### config.mk
export PLATFORM = sky130hd
export DESIGN_NAME = muldiv_unit_flat
export DESIGN_NICKNAME = d
export VERILOG_FILES = /design/src/rtl/muldiv_pkg.sv /design/src/rtl/muldiv_if.sv /design/src/rtl/muldiv_abs.sv /design/src/rtl/muldiv_unit.sv /design/src/flat_wrapper.sv
export SDC_FILE = /design/constraint.sdc
export NUM_CORES = 1
export LEC_CHECK = 0
export CAP_MARGIN = 40
export CORE_MARGIN = 3
export CORE_UTILIZATION = 60
export DETAILED_ROUTE_END_ITERATION = 10
export GPL_TIMING_DRIVEN = 0
export PLACE_DENSITY = 0.94
export SYNTH_ARGS = -nofsm -noshare
export SYNTH_HDL_FRONTEND = slang
export SYNTH_HIERARCHICAL = 1
export SYNTH_SLANG_ARGS = --single-unit
### constraint.sdc
create_clock -name clk -period 11.35 [get_ports clk]
set_input_delay 2.27 -clock clk [delete_from_list [all_inputs] [get_ports clk]]
set_output_delay 2.27 -clock clk [all_outputs]
set_load 0.05 [all_outputs]
### src/rtl/muldiv_pkg.sv
// ---------------------------------------------------------------------------
// muldiv_pkg
// Shared definitions for the iterative multiply/divide unit and anything that
// drives it (control unit, testbenches).
//   op_t      : operation selector carried on the op lines of muldiv_if
//   state_t   : control states of muldiv_unit
//   DIV0_QUOT : quotient reported for a zero divisor (all ones, sliced to
//               the instance width by the user)
// ---------------------------------------------------------------------------
package muldiv_pkg;

   typedef enum logic [1:0] {
      OP_MULT  = 2'd0,
      OP_MULTU = 2'd1,
      OP_DIV   = 2'd2,
      OP_DIVU  = 2'd3
   } op_t;

   typedef enum logic [1:0] {
      IDLE = 2'd0,
      CALC = 2'd1,
      FIX  = 2'd2,
      DONE = 2'd3
   } state_t;

   // Wide enough for any sensible operand width; users slice [WIDTH-1:0].
   localparam int MAX_WIDTH = 64;
   localparam logic [MAX_WIDTH-1:0] DIV0_QUOT = '1;

   // Signed variants need magnitude extraction and a sign fix at the end.
   function automatic logic isSignedOp(input op_t op);
      return (op == OP_MULT) || (op == OP_DIV);
   endfunction

   // Divide variants use the restoring path; the rest use shift-add.
   function automatic logic isDivOp(input op_t op);
      return (op == OP_DIV) || (op == OP_DIVU);
   endfunction

endpackage

### src/rtl/muldiv_if.sv
// ---------------------------------------------------------------------------
// muldiv_if
// Bundle between the execute-stage control unit (master) and muldiv_unit
// (slave).
//   start, op, a, b     : operation launch and its rs/rt operands
//   mthi, mtlo, wdata   : direct architectural writes of HI/LO
//   busy, done          : stall request and one-cycle result strobe
//   hi, lo              : architectural HI/LO contents
// ---------------------------------------------------------------------------
interface muldiv_if
   import muldiv_pkg::*;
#(
   parameter int WIDTH = 32
);

   logic             start;
   op_t              op;
   logic [WIDTH-1:0] a;
   logic [WIDTH-1:0] b;
   logic             mthi;
   logic             mtlo;
   logic [WIDTH-1:0] wdata;
   logic             busy;
   logic             done;
   logic [WIDTH-1:0] hi;
   logic [WIDTH-1:0] lo;

   // The control unit drives requests and watches status/results.
   modport master (
      output start, op, a, b, mthi, mtlo, wdata,
      input  busy, done, hi, lo
   );

   // The multiply/divide unit consumes requests and publishes results.
   modport slave (
      input  start, op, a, b, mthi, mtlo, wdata,
      output busy, done, hi, lo
   );

endinterface

### src/rtl/muldiv_abs.sv
// ---------------------------------------------------------------------------
// muldiv_abs
// Combinational magnitude and sign extractor, one instance per operand.
//   i_value  : raw operand
//   i_signed : treat i_value as two's complement
//   o_mag    : |i_value| as an unsigned number (most negative value maps to
//              itself, which is correct when read as unsigned)
//   o_neg    : operand was negative (always 0 for unsigned operations)
// ---------------------------------------------------------------------------
module muldiv_abs #(
   parameter int WIDTH = 32
) (
   input  logic [WIDTH-1:0] i_value,
   input  logic             i_signed,
   output logic [WIDTH-1:0] o_mag,
   output logic             o_neg
);

   // Only signed operations look at the top bit; unsigned operands pass through.
   assign o_neg = i_signed & i_value[WIDTH-1];
   assign o_mag = o_neg ? (~i_value + 1'b1) : i_value;

endmodule

### src/rtl/muldiv_unit.sv
// ---------------------------------------------------------------------------
// muldiv_unit
// Iterative MULT/MULTU/DIV/DIVU unit with architectural HI/LO registers.
//   clk  : rising-edge clock
//   rst  : asynchronous active-high reset
//   bus  : muldiv_if slave port
//          start/op/a/b   launch an operation (accepted only in IDLE)
//          mthi/mtlo/wdata direct HI/LO writes (IDLE or DONE only)
//          busy           high while an operation is in flight
//          done           one-cycle pulse while HI/LO hold a new result
//          hi/lo          product halves, or remainder/quotient
// Operations run on magnitudes; the FIX state restores signs. HI/LO are
// updated on the edge entering DONE, WIDTH+2 edges after the accepting edge.
// ---------------------------------------------------------------------------
module muldiv_unit
   import muldiv_pkg::*;
#(
   parameter int WIDTH = 32
) (
   input  logic    clk,
   input  logic    rst,
   muldiv_if.slave bus
);

   localparam int CW = (WIDTH > 1) ? $clog2(WIDTH) : 1;
   localparam logic [CW-1:0] LAST_STEP = CW'(WIDTH - 1);

   state_t             r_state;
   state_t             w_nextState;
   op_t                r_op;
   logic [WIDTH-1:0]   r_magA;
   logic [WIDTH-1:0]   r_magB;
   logic               r_negRes;
   logic               r_negA;
   logic               r_divZero;
   logic               r_primed;
   logic [CW-1:0]      r_count;
   logic [2*WIDTH-1:0] r_acc;
   logic [WIDTH-1:0]   r_rem;
   logic [WIDTH-1:0]   r_quo;
   logic [WIDTH-1:0]   r_hi;
   logic [WIDTH-1:0]   r_lo;

   logic               w_signedOp;
   logic [WIDTH-1:0]   w_magA;
   logic [WIDTH-1:0]   w_magB;
   logic               w_negA;
   logic               w_negB;
   logic [WIDTH:0]     w_mulSum;
   logic [2*WIDTH-1:0] w_mulNext;
   logic [WIDTH:0]     w_divShift;
   logic [WIDTH:0]     w_divTrial;
   logic               w_qBit;
   logic [2*WIDTH-1:0] w_product;
   logic [WIDTH-1:0]   w_fixHi;
   logic [WIDTH-1:0]   w_fixLo;

   assign w_signedOp = isSignedOp(bus.op);

   muldiv_abs #(.WIDTH(WIDTH)) u_absA (
      .i_value  (bus.a),
      .i_signed (w_signedOp),
      .o_mag    (w_magA),
      .o_neg    (w_negA)
   );

   muldiv_abs #(.WIDTH(WIDTH)) u_absB (
      .i_value  (bus.b),
      .i_signed (w_signedOp),
      .o_mag    (w_magB),
      .o_neg    (w_negB)
   );

   // One shift-add multiply step: the multiplier sits in the low half of the
   // accumulator and is consumed LSB first while the partial product (with
   // its carry) shifts in from the top.
   assign w_mulSum  = {1'b0, r_acc[2*WIDTH-1:WIDTH]} + {1'b0, r_magA};
   assign w_mulNext = r_acc[0] ? {w_mulSum, r_acc[WIDTH-1:1]}
                               : {1'b0, r_acc[2*WIDTH-1:1]};

   // One restoring divide step. The partial remainder is WIDTH+1 bits only
   // while shifted and trial-subtracted; the stored remainder is always below
   // the divisor (or equal to the dividend prefix for a zero divisor), so
   // WIDTH bits hold it.
   assign w_divShift = {r_rem, r_quo[WIDTH-1]};
   assign w_divTrial = w_divShift - {1'b0, r_magB};
   assign w_qBit     = ~w_divTrial[WIDTH];

   // State register; reset drops any in-flight operation without a done pulse.
   always_ff @(posedge clk or posedge rst) begin
      if (rst) begin
         r_state <= IDLE;
      end else begin
         r_state <= w_nextState;
      end
   end

   // Next-state logic. CALC spends its first cycle loading the iteration
   // registers from the captured magnitudes, then runs WIDTH steps.
   always_comb begin
      w_nextState = r_state;
      unique case (r_state)
         IDLE: begin
            if (bus.start) begin
               w_nextState = CALC;
            end
         end
         CALC: begin
            if (r_primed && (r_count == LAST_STEP)) begin
               w_nextState = FIX;
            end
         end
         FIX: begin
            w_nextState = DONE;
         end
         DONE: begin
            w_nextState = IDLE;
         end
         default: begin
            w_nextState = IDLE;
         end
      endcase
   end

   // Operand capture and the iterative datapath. Everything the operation
   // needs is copied on the accepting edge so the register file may move on.
   always_ff @(posedge clk or posedge rst) begin
      if (rst) begin
         r_op      <= OP_MULT;
         r_magA    <= '0;
         r_magB    <= '0;
         r_negRes  <= 1'b0;
         r_negA    <= 1'b0;
         r_divZero <= 1'b0;
         r_primed  <= 1'b0;
         r_count   <= '0;
         r_acc     <= '0;
         r_rem     <= '0;
         r_quo     <= '0;
      end else begin
         case (r_state)
            IDLE: begin
               if (bus.start) begin
                  r_op      <= bus.op;
                  r_magA    <= w_magA;
                  r_magB    <= w_magB;
                  r_negRes  <= w_negA ^ w_negB;
                  r_negA    <= w_negA;
                  r_divZero <= (bus.b == '0);
                  r_primed  <= 1'b0;
                  r_count   <= '0;
               end
            end
            CALC: begin
               if (!r_primed) begin
                  r_primed <= 1'b1;
                  r_acc    <= {{WIDTH{1'b0}}, r_magB};
                  r_rem    <= '0;
                  r_quo    <= r_magA;
               end else begin
                  r_count <= r_count + 1'b1;
                  if (isDivOp(r_op)) begin
                     r_rem <= w_qBit ? w_divTrial[WIDTH-1:0] : w_divShift[WIDTH-1:0];
                     r_quo <= {r_quo[WIDTH-2:0], w_qBit};
                  end else begin
                     r_acc <= w_mulNext;
                  end
               end
            end
            default: begin
            end
         endcase
      end
   end

   // Sign correction applied while in FIX. The product is negated as a whole
   // 2*WIDTH value; the quotient follows sign(a)^sign(b) and the remainder
   // follows sign(a). A zero divisor forces the all-ones quotient, while the
   // remainder path already reproduces the original dividend.
   always_comb begin
      w_product = r_acc;
      w_fixHi   = '0;
      w_fixLo   = '0;
      if (isDivOp(r_op)) begin
         w_fixLo = r_negRes ? (~r_quo + 1'b1) : r_quo;
         w_fixHi = r_negA   ? (~r_rem + 1'b1) : r_rem;
         if (r_divZero) begin
            w_fixLo = DIV0_QUOT[WIDTH-1:0];
         end
      end else begin
         if (r_negRes) begin
            w_product = ~r_acc + 1'b1;
         end
         w_fixHi = w_product[2*WIDTH-1:WIDTH];
         w_fixLo = w_product[WIDTH-1:0];
      end
   end

   // Architectural HI/LO. Results land on the edge leaving FIX. MTHI/MTLO
   // only act in IDLE (and lose to an accepted start) or in DONE, where they
   // overwrite the freshly written result for that register.
   always_ff @(posedge clk or posedge rst) begin
      if (rst) begin
         r_hi <= '0;
         r_lo <= '0;
      end else if (r_state == FIX) begin
         r_hi <= w_fixHi;
         r_lo <= w_fixLo;
      end else if ((r_state == DONE) || ((r_state == IDLE) && !bus.start)) begin
         if (bus.mthi) begin
            r_hi <= bus.wdata;
         end
         if (bus.mtlo) begin
            r_lo <= bus.wdata;
         end
      end
   end

   assign bus.busy = (r_state == CALC) || (r_state == FIX);
   assign bus.done = (r_state == DONE);
   assign bus.hi   = r_hi;
   assign bus.lo   = r_lo;

endmodule

### src/flat_wrapper.sv
// flat-port wrapper written by rule: the top's interface ports become plain ports
module muldiv_unit_flat import muldiv_pkg::*;
#(
   parameter int WIDTH = 32
)
  (clk, rst, bus_start, bus_op, bus_a, bus_b, bus_mthi, bus_mtlo, bus_wdata, bus_busy, bus_done, bus_hi, bus_lo);
  muldiv_if #(.WIDTH(WIDTH)) bus_i ();
  input  logic clk;
  input  logic rst;
  input wire logic [$bits(bus_i.start)-1:0] bus_start;
  input wire logic [$bits(bus_i.op)-1:0] bus_op;
  input wire logic [$bits(bus_i.a)-1:0] bus_a;
  input wire logic [$bits(bus_i.b)-1:0] bus_b;
  input wire logic [$bits(bus_i.mthi)-1:0] bus_mthi;
  input wire logic [$bits(bus_i.mtlo)-1:0] bus_mtlo;
  input wire logic [$bits(bus_i.wdata)-1:0] bus_wdata;
  output wire logic [$bits(bus_i.busy)-1:0] bus_busy;
  output wire logic [$bits(bus_i.done)-1:0] bus_done;
  output wire logic [$bits(bus_i.hi)-1:0] bus_hi;
  output wire logic [$bits(bus_i.lo)-1:0] bus_lo;
  assign bus_i.start = bus_start;
  assign bus_i.op = bus_op;
  assign bus_i.a = bus_a;
  assign bus_i.b = bus_b;
  assign bus_i.mthi = bus_mthi;
  assign bus_i.mtlo = bus_mtlo;
  assign bus_i.wdata = bus_wdata;
  assign bus_busy = bus_i.busy;
  assign bus_done = bus_i.done;
  assign bus_hi = bus_i.hi;
  assign bus_lo = bus_i.lo;
  muldiv_unit #(.WIDTH(WIDTH)) u_core (.clk(clk), .rst(rst), .bus(bus_i));
endmodule
After elaboration in Yosys (flattened, before gate mapping)
Cells that the tools add are included.
{"block": "totals", "regBits": 269, "input_bits": 103, "out_inout_bits": 66, "wordCells": 95}
{"block": "op_classes", "add_sub_neg": 8, "n_eq_ne": 12, "muxes": 30, "bitwise": 9, "reduce_logical": 22}
{"op": "2-to-1 mux 32 bit", "n": 18}
{"op": "2-to-1 mux 64 bit", "n": 4}
{"op": "adder 32 x 1 -> 32 bit (second input constant)", "n": 4}
{"op": "NOT 32 bit", "n": 4}
{"op": "adder 64 x 1 -> 64 bit (second input constant)", "n": 1}
{"op": "NOT 64 bit", "n": 1}
{"op": "adder 32 x 32 -> 33 bit", "n": 1}
{"op": "subtractor 33 x 32 -> 33 bit", "n": 1}
{"op": "zero test 32 bit", "n": 1}
{"op": "AND reduction 2 bit", "n": 7}
{"op": "== test 2 bit (second input constant)", "n": 5}
{"op": "2-to-1 mux 5 bit", "n": 2}
{"op": "one-hot mux 5 bit (2 select lines)", "n": 1}
{"op": "one-hot mux 2 bit (4 select lines)", "n": 1}
{"op": "nonzero test 2 bit", "n": 4}
{"op": "!= test 2 bit (second input constant)", "n": 3}
{"op": "adder 5 x 1 -> 5 bit (second input constant)", "n": 1}
{"op": "== test 5 bit (second input constant)", "n": 1}
{"op": "zero test 2 bit", "n": 2}
{"op": "logical OR 1 bit", "n": 4}
{"op": "2-to-1 mux 2 bit", "n": 2}
{"op": "!= test 2 x 1 -> 1 bit (second input constant)", "n": 2}
{"op": "AND reduction 3 bit", "n": 1}
{"op": "bitwise AND 1 bit", "n": 2}
{"op": "other kinds (7)", "n": 8}

Depth between registers and ports, before layout
{"block": "depth", "word_depth": 6, "depth_mapped": 14, "mapped_depth_nobuf": 12}

Modules after synthesis
Netlist, hierarchy kept.
{"mod": "muldiv_unit", "n_inst": 1, "cells_per_inst": 1988, "area_each_um2": 17956.0, "seq_area_each_um2": 6706.4}
{"mod": "muldiv_abs", "n_inst": 2, "cells_per_inst": 106, "area_each_um2": 706.9, "seq_area_each_um2": 0.0}

Least setup slack after synthesis
No wires, ideal clock.
{"block": "synth_path", "kind": "input to register", "from": "input port bus_a[1]", "to": "register u_core.r_magA[30]", "setup_ns": 0.125, "arrival_ns": 3.948, "path_slack_ns": 7.277, "path_stages": 7, "n_path_buf": 0, "cell_sequence": "inv_1 ha_1 or3b_2 nor4_4 a31oi_1 xor2_1 mux2_2"}
{"block": "synth_via", "elab_chain_cells": 3}
{"element": "from (decl)", "line_no": "flat_wrapper.sv:12", "text": "input wire logic [$bits(bus_i.a)-1:0] bus_a;"}
{"element": "NOT 32 bit", "line_no": "muldiv_abs.sv:21", "text": "assign o_mag = o_neg ? (~i_value + 1'b1) : i_value;"}
{"element": "adder 32 x 1 -> 32 bit", "line_no": "muldiv_abs.sv:21"}
{"element": "2-to-1 mux 32 bit", "line_no": "muldiv_abs.sv:21"}
{"element": "named net u_core.w_magA[30]", "line_no": "muldiv_unit.sv:45", "text": "logic [WIDTH-1:0] w_magA;"}
{"element": "to (signal assigned)", "line_no": "muldiv_unit.sv:145", "text": "r_magA <= w_magA;"}
{"element": "to (decl)", "line_no": "muldiv_unit.sv:31", "text": "logic [WIDTH-1:0] r_magA;"}
The timed path passes the listed nets, and every way through them passes these cells.
A chain may end at the register's enable or synchronous reset.

Worst setup path after layout
{"block": "layout_path", "from": "input port bus_start", "to": "register u_core.r_hi[19], in the netlist u_core/bus.hi[19]"}
{"block": "layout_via", "elab_chain_cells": 5}
{"element": "from (decl)", "line_no": "flat_wrapper.sv:10", "text": "input wire logic [$bits(bus_i.start)-1:0] bus_start;"}
{"element": "zero test 1 bit", "line_no": "muldiv_unit.sv:209", "text": "end else if ((r_state == DONE) || ((r_state == IDLE) && !bus.start)) begin"}
{"element": "logical AND 1 bit", "line_no": "muldiv_unit.sv:209"}
{"element": "logical OR 1 bit", "line_no": "muldiv_unit.sv:209"}
{"element": "nonzero test 2 bit (no source line)"}
{"element": "AND reduction 2 bit (no source line)"}
{"element": "to (signal assigned)", "line_no": "muldiv_unit.sv:207", "text": "r_hi <= w_fixHi;"}
{"element": "to (signal assigned)", "line_no": "muldiv_unit.sv:211", "text": "r_hi <= bus.wdata;"}
{"element": "to (decl)", "line_no": "muldiv_unit.sv:41", "text": "logic [WIDTH-1:0] r_hi;"}
Every way passes these cells.

==> results.py <==
metrics = {
    "grt": {
        "antenna_found_initial": 1,
        "grt_pass1_wl_um": 109000,
        "gr-usage-all-layers_pct": 41.3,
        "grt_max_degree": 122,
        "first_global_vias": 18000,
        "overflow": 0,
    },
    "drt": {
        "drc_errors": 0,
        "firstDrtPassIters": 6,
        "first_iter_violations": 2643,
        "top_layer": "met5",
        "wl_um": 73000,
        "wl_met2_um": 30600,
        "wl_met1_um": 29100,
        "viasPerCell": 6.95,
        "drt-wirelength-per-cell_um": 25.8,
        "route.met3.wl_um": 9700,
        "num_vias": 19600,
        "drtAntennaViolNets": 0,
    },
    "final_layout": {
        "area_growth_pct": 17.3,
        "fin_util_pct": 71.6,
        "drive_gt1_share_pct": 6.77,
        "nets": 2586,
        "finalInstanceArea_um2": 22700,
    },
    "timing": {
        "slew_violations": 0,
        "min_period_ps": 4870,
        "slew_headroom_pct": 36.9,
        "hold_viol": 0,
        "setup_viol": 0,
        "fmax_ghz": 0.205,
        "post-route-period-util_pct": 42.9,
        "worst_pin_slew_ps": 947,
        "finClkSkew_ps": 29.9,
        "rsz0062_at_grt": "false",
    },
    "worst_setup_path": {
        "reg2reg_depth": 14,
        "reg2reg_from": "u_core/r_magB[0]",
        "path_cells": "clkdlybuf4s50_1 > nand2b_1 > nand2b_1 > a21oi_1 > clkbuf_1 > clkbuf_1 > a221oi_1 > o21ai_0",
        "reg2reg_to": "u_core/r_rem[19]",
        "start_kind": "input pin",
        "worstPathArrival_ps": 5310,
        "critPathMaxFanout": 10,
        "rrSetupSlack_ps": 6760,
        "end_kind": "flop",
        "path_class": "input pin to flop",
        "worstPathRequired_ps": 11790,
        "cp_slowest_cell": "clkbuf_1",
        "max_stage_delay_ps": 560,
        "cp-startpoint": "bus_start",
        "cp-endpoint": "u_core/bus.hi[19]",
    },
    "clocking": {
        "cts-root-buf": "clkbuf_16",
        "cts_hold_buf": 0,
        "cts_tree": "yes",
        "clkLatencyLatePin_ps": 580,
        "cts_sinks": 268,
        "h-tree-depth": 1,
        "clk_pin_slew_worst_paths_ps": 60,
        "cts_made_buffers": 30,
        "cts_setup_buffers": 0,
        "cts_resized": 0,
        "cts_max_path_buffers": 3,
    },
    "placed_design": {
        "port_buffers": 168,
        "placed_area_um2": 21600,
        "dpl.hpwl_um": 56500,
        "gp_congestion": 1.07,
    },
    "synth": {
        "synth.distinct_cells": 73,
        "syn_area_um2": 19400,
        "yosys.area.top_type": "dfrtp_1",
        "netlist_instances": 2200,
        "yosys_warnings": 6,
        "netlist_top_cells_count": "268 x dfrtp_1, 244 x nand2_1, 234 x o21ai_0",
        "synthTopCellsByArea": "dfrtp_1 35%, o21ai_0 6.0%, xnor2_1 5.5%, mux2i_1 5.1%, xor2_1 4.9%",
        "synth_edf_count": 0,
        "synth-seq-cells": 268,
        "synth_top_area_share_pct": 34.6,
        "ys_seq_area_share_pct": 34.6,
        "async_flop_share_pct": 100,
        "avgSynthCellArea_um2": 8.80,
        "yosysMostFrequentCell": "dfrtp_1",
        "syn_nets": 2381,
        "ys.flop_type": "dfrtp_1",
    },
    "floorplan": {
        "io_pins": 169,
        "design.die.area_um2": 34500,
        "fp.dieH_um": 186,
        "core_um2": 31700,
        "start_util_pct": 61.1,
        "rows": 65,
        "die_w_um": 186,
    },
    "status": {
        "status": "finished, final reports clean",
    },
    "power_and_ir_drop": {
        "p_per_area_nw_per_um2": 328,
        "p_leak_uw": 0.00983,
        "peakVddDrop_mv": 0.261,
    },
    "worst_hold_path": {
        "hp-class": "flop to flop",
        "hp-start": "u_core/r_quo[31]",
    },
    "flow_run": {
        "drv_cap": 0,
    },
}
-- how the worst min path moves through the flow --
stage / depth (start not counted) / endpoint
floorplan: 2 / u_core/r_quo[31]
global placement: 2 / u_core/r_quo[31]
detailed placement: 2 / u_core/r_quo[31]
CTS: 2 / u_core/r_quo[31]
global route: 1 / u_core/bus.lo[31]
finish: 2 / u_core/r_quo[31]
-- stage by stage --
step	hold WS [ps]	TNS (ps)	power, µW	cells	worst slack [ps]
final	515	0	7450	2827	6480
after detailed placement	487	0	6150	2774	6150
after CTS	511	0	7260	2825	6520
after global routing	523	0	7780	2826	6390
after global placement	475	-366800	6020	2770	-1400
after floorplan	450	0	4640	2200	1700
-- routing by layer --
layer  up-vias  global-route usage, %
li1       8481                      -
met1      9457                   59.0
met3       242                   10.4
met4         2                   16.1
met5         -                      0
met2      1461                   60.5
-- flip-flops by register name, summed over array words and instances, names as in the netlist --
signal,cells
u_core/bus.hi,32
u_core/bus.lo,32
u_core/r_acc,64
u_core/r_count,5
u_core/r_divZero,1
u_core/r_magA,32
u_core/r_magB,32
u_core/r_negA,1
u_core/r_negRes,1
u_core/r_op,1
u_core/r_primed,1
u_core/r_quo,32
u_core/r_rem,32
u_core/r_state,2
-- final cells by class --
type,count,area [µm²]
Sequential cell,268,6710
Inverter,76,293
Fill cell,2403,9000
Multi-Input combinational cell,1732,11900
Timing Repair Buffer,173,1780
Buffer,124,478
Clock inverter,11,220
Antenna cell,1,2.50
Tap cell,402,503
Clock buffer,40,838
-- logic make-up (layout without fill, tap and decap cells) --
group | count (synthesis) | after routing | share of synthesized area [%]
buffers and inverters | 200 | 424 | 3.94
other | 0 | 1 | 0
muxes | 164 | 164 | 8.90
and+or+nand+nor | 582 | 582 | 14.9
xor gates and xnor gates | 231 | 231 | 10.4
adders and majority gates | 78 | 78 | 5.12
DFF | 268 | 268 | 34.6
AOI/OAI and AO/OA | 677 | 677 | 22.1
-- worst max-delay path, delay by kind of cell --
kind,cells,cell delay [ps]
and+or+nand+nor,2,550
AOI/OAI and AO/OA,3,850
buffers and inverters,3,1620
-- report_power, final --
part / internal [µW] / total, µW / switching, µW
Sequential: 1360 / 1900 / 543
Clock: 650 / 1060 / 412
Combinational: 1580 / 4490 / 2900
Total: 3600 / 7450 / 3860
-- cell usage in the layout (no fill, tap or decap), drive strengths merged, types with 97 or more instances in the layout --
| cell | synthesis | layout |
|---|---|---|
| nand2 | 244 | 244 |
| clkbuf | 100 | 140 |
| mux2i | 98 | 98 |
| dfrtp | 268 | 268 |
| a21oi | 139 | 139 |
| clkdlybuf4s50 | 0 | 168 |
| xnor2 | 122 | 122 |
| xor2 | 109 | 109 |
| o21ai | 237 | 237 |
| nor2 | 97 | 97 |
No activity file was read; power rests on OpenSTA's default activity.
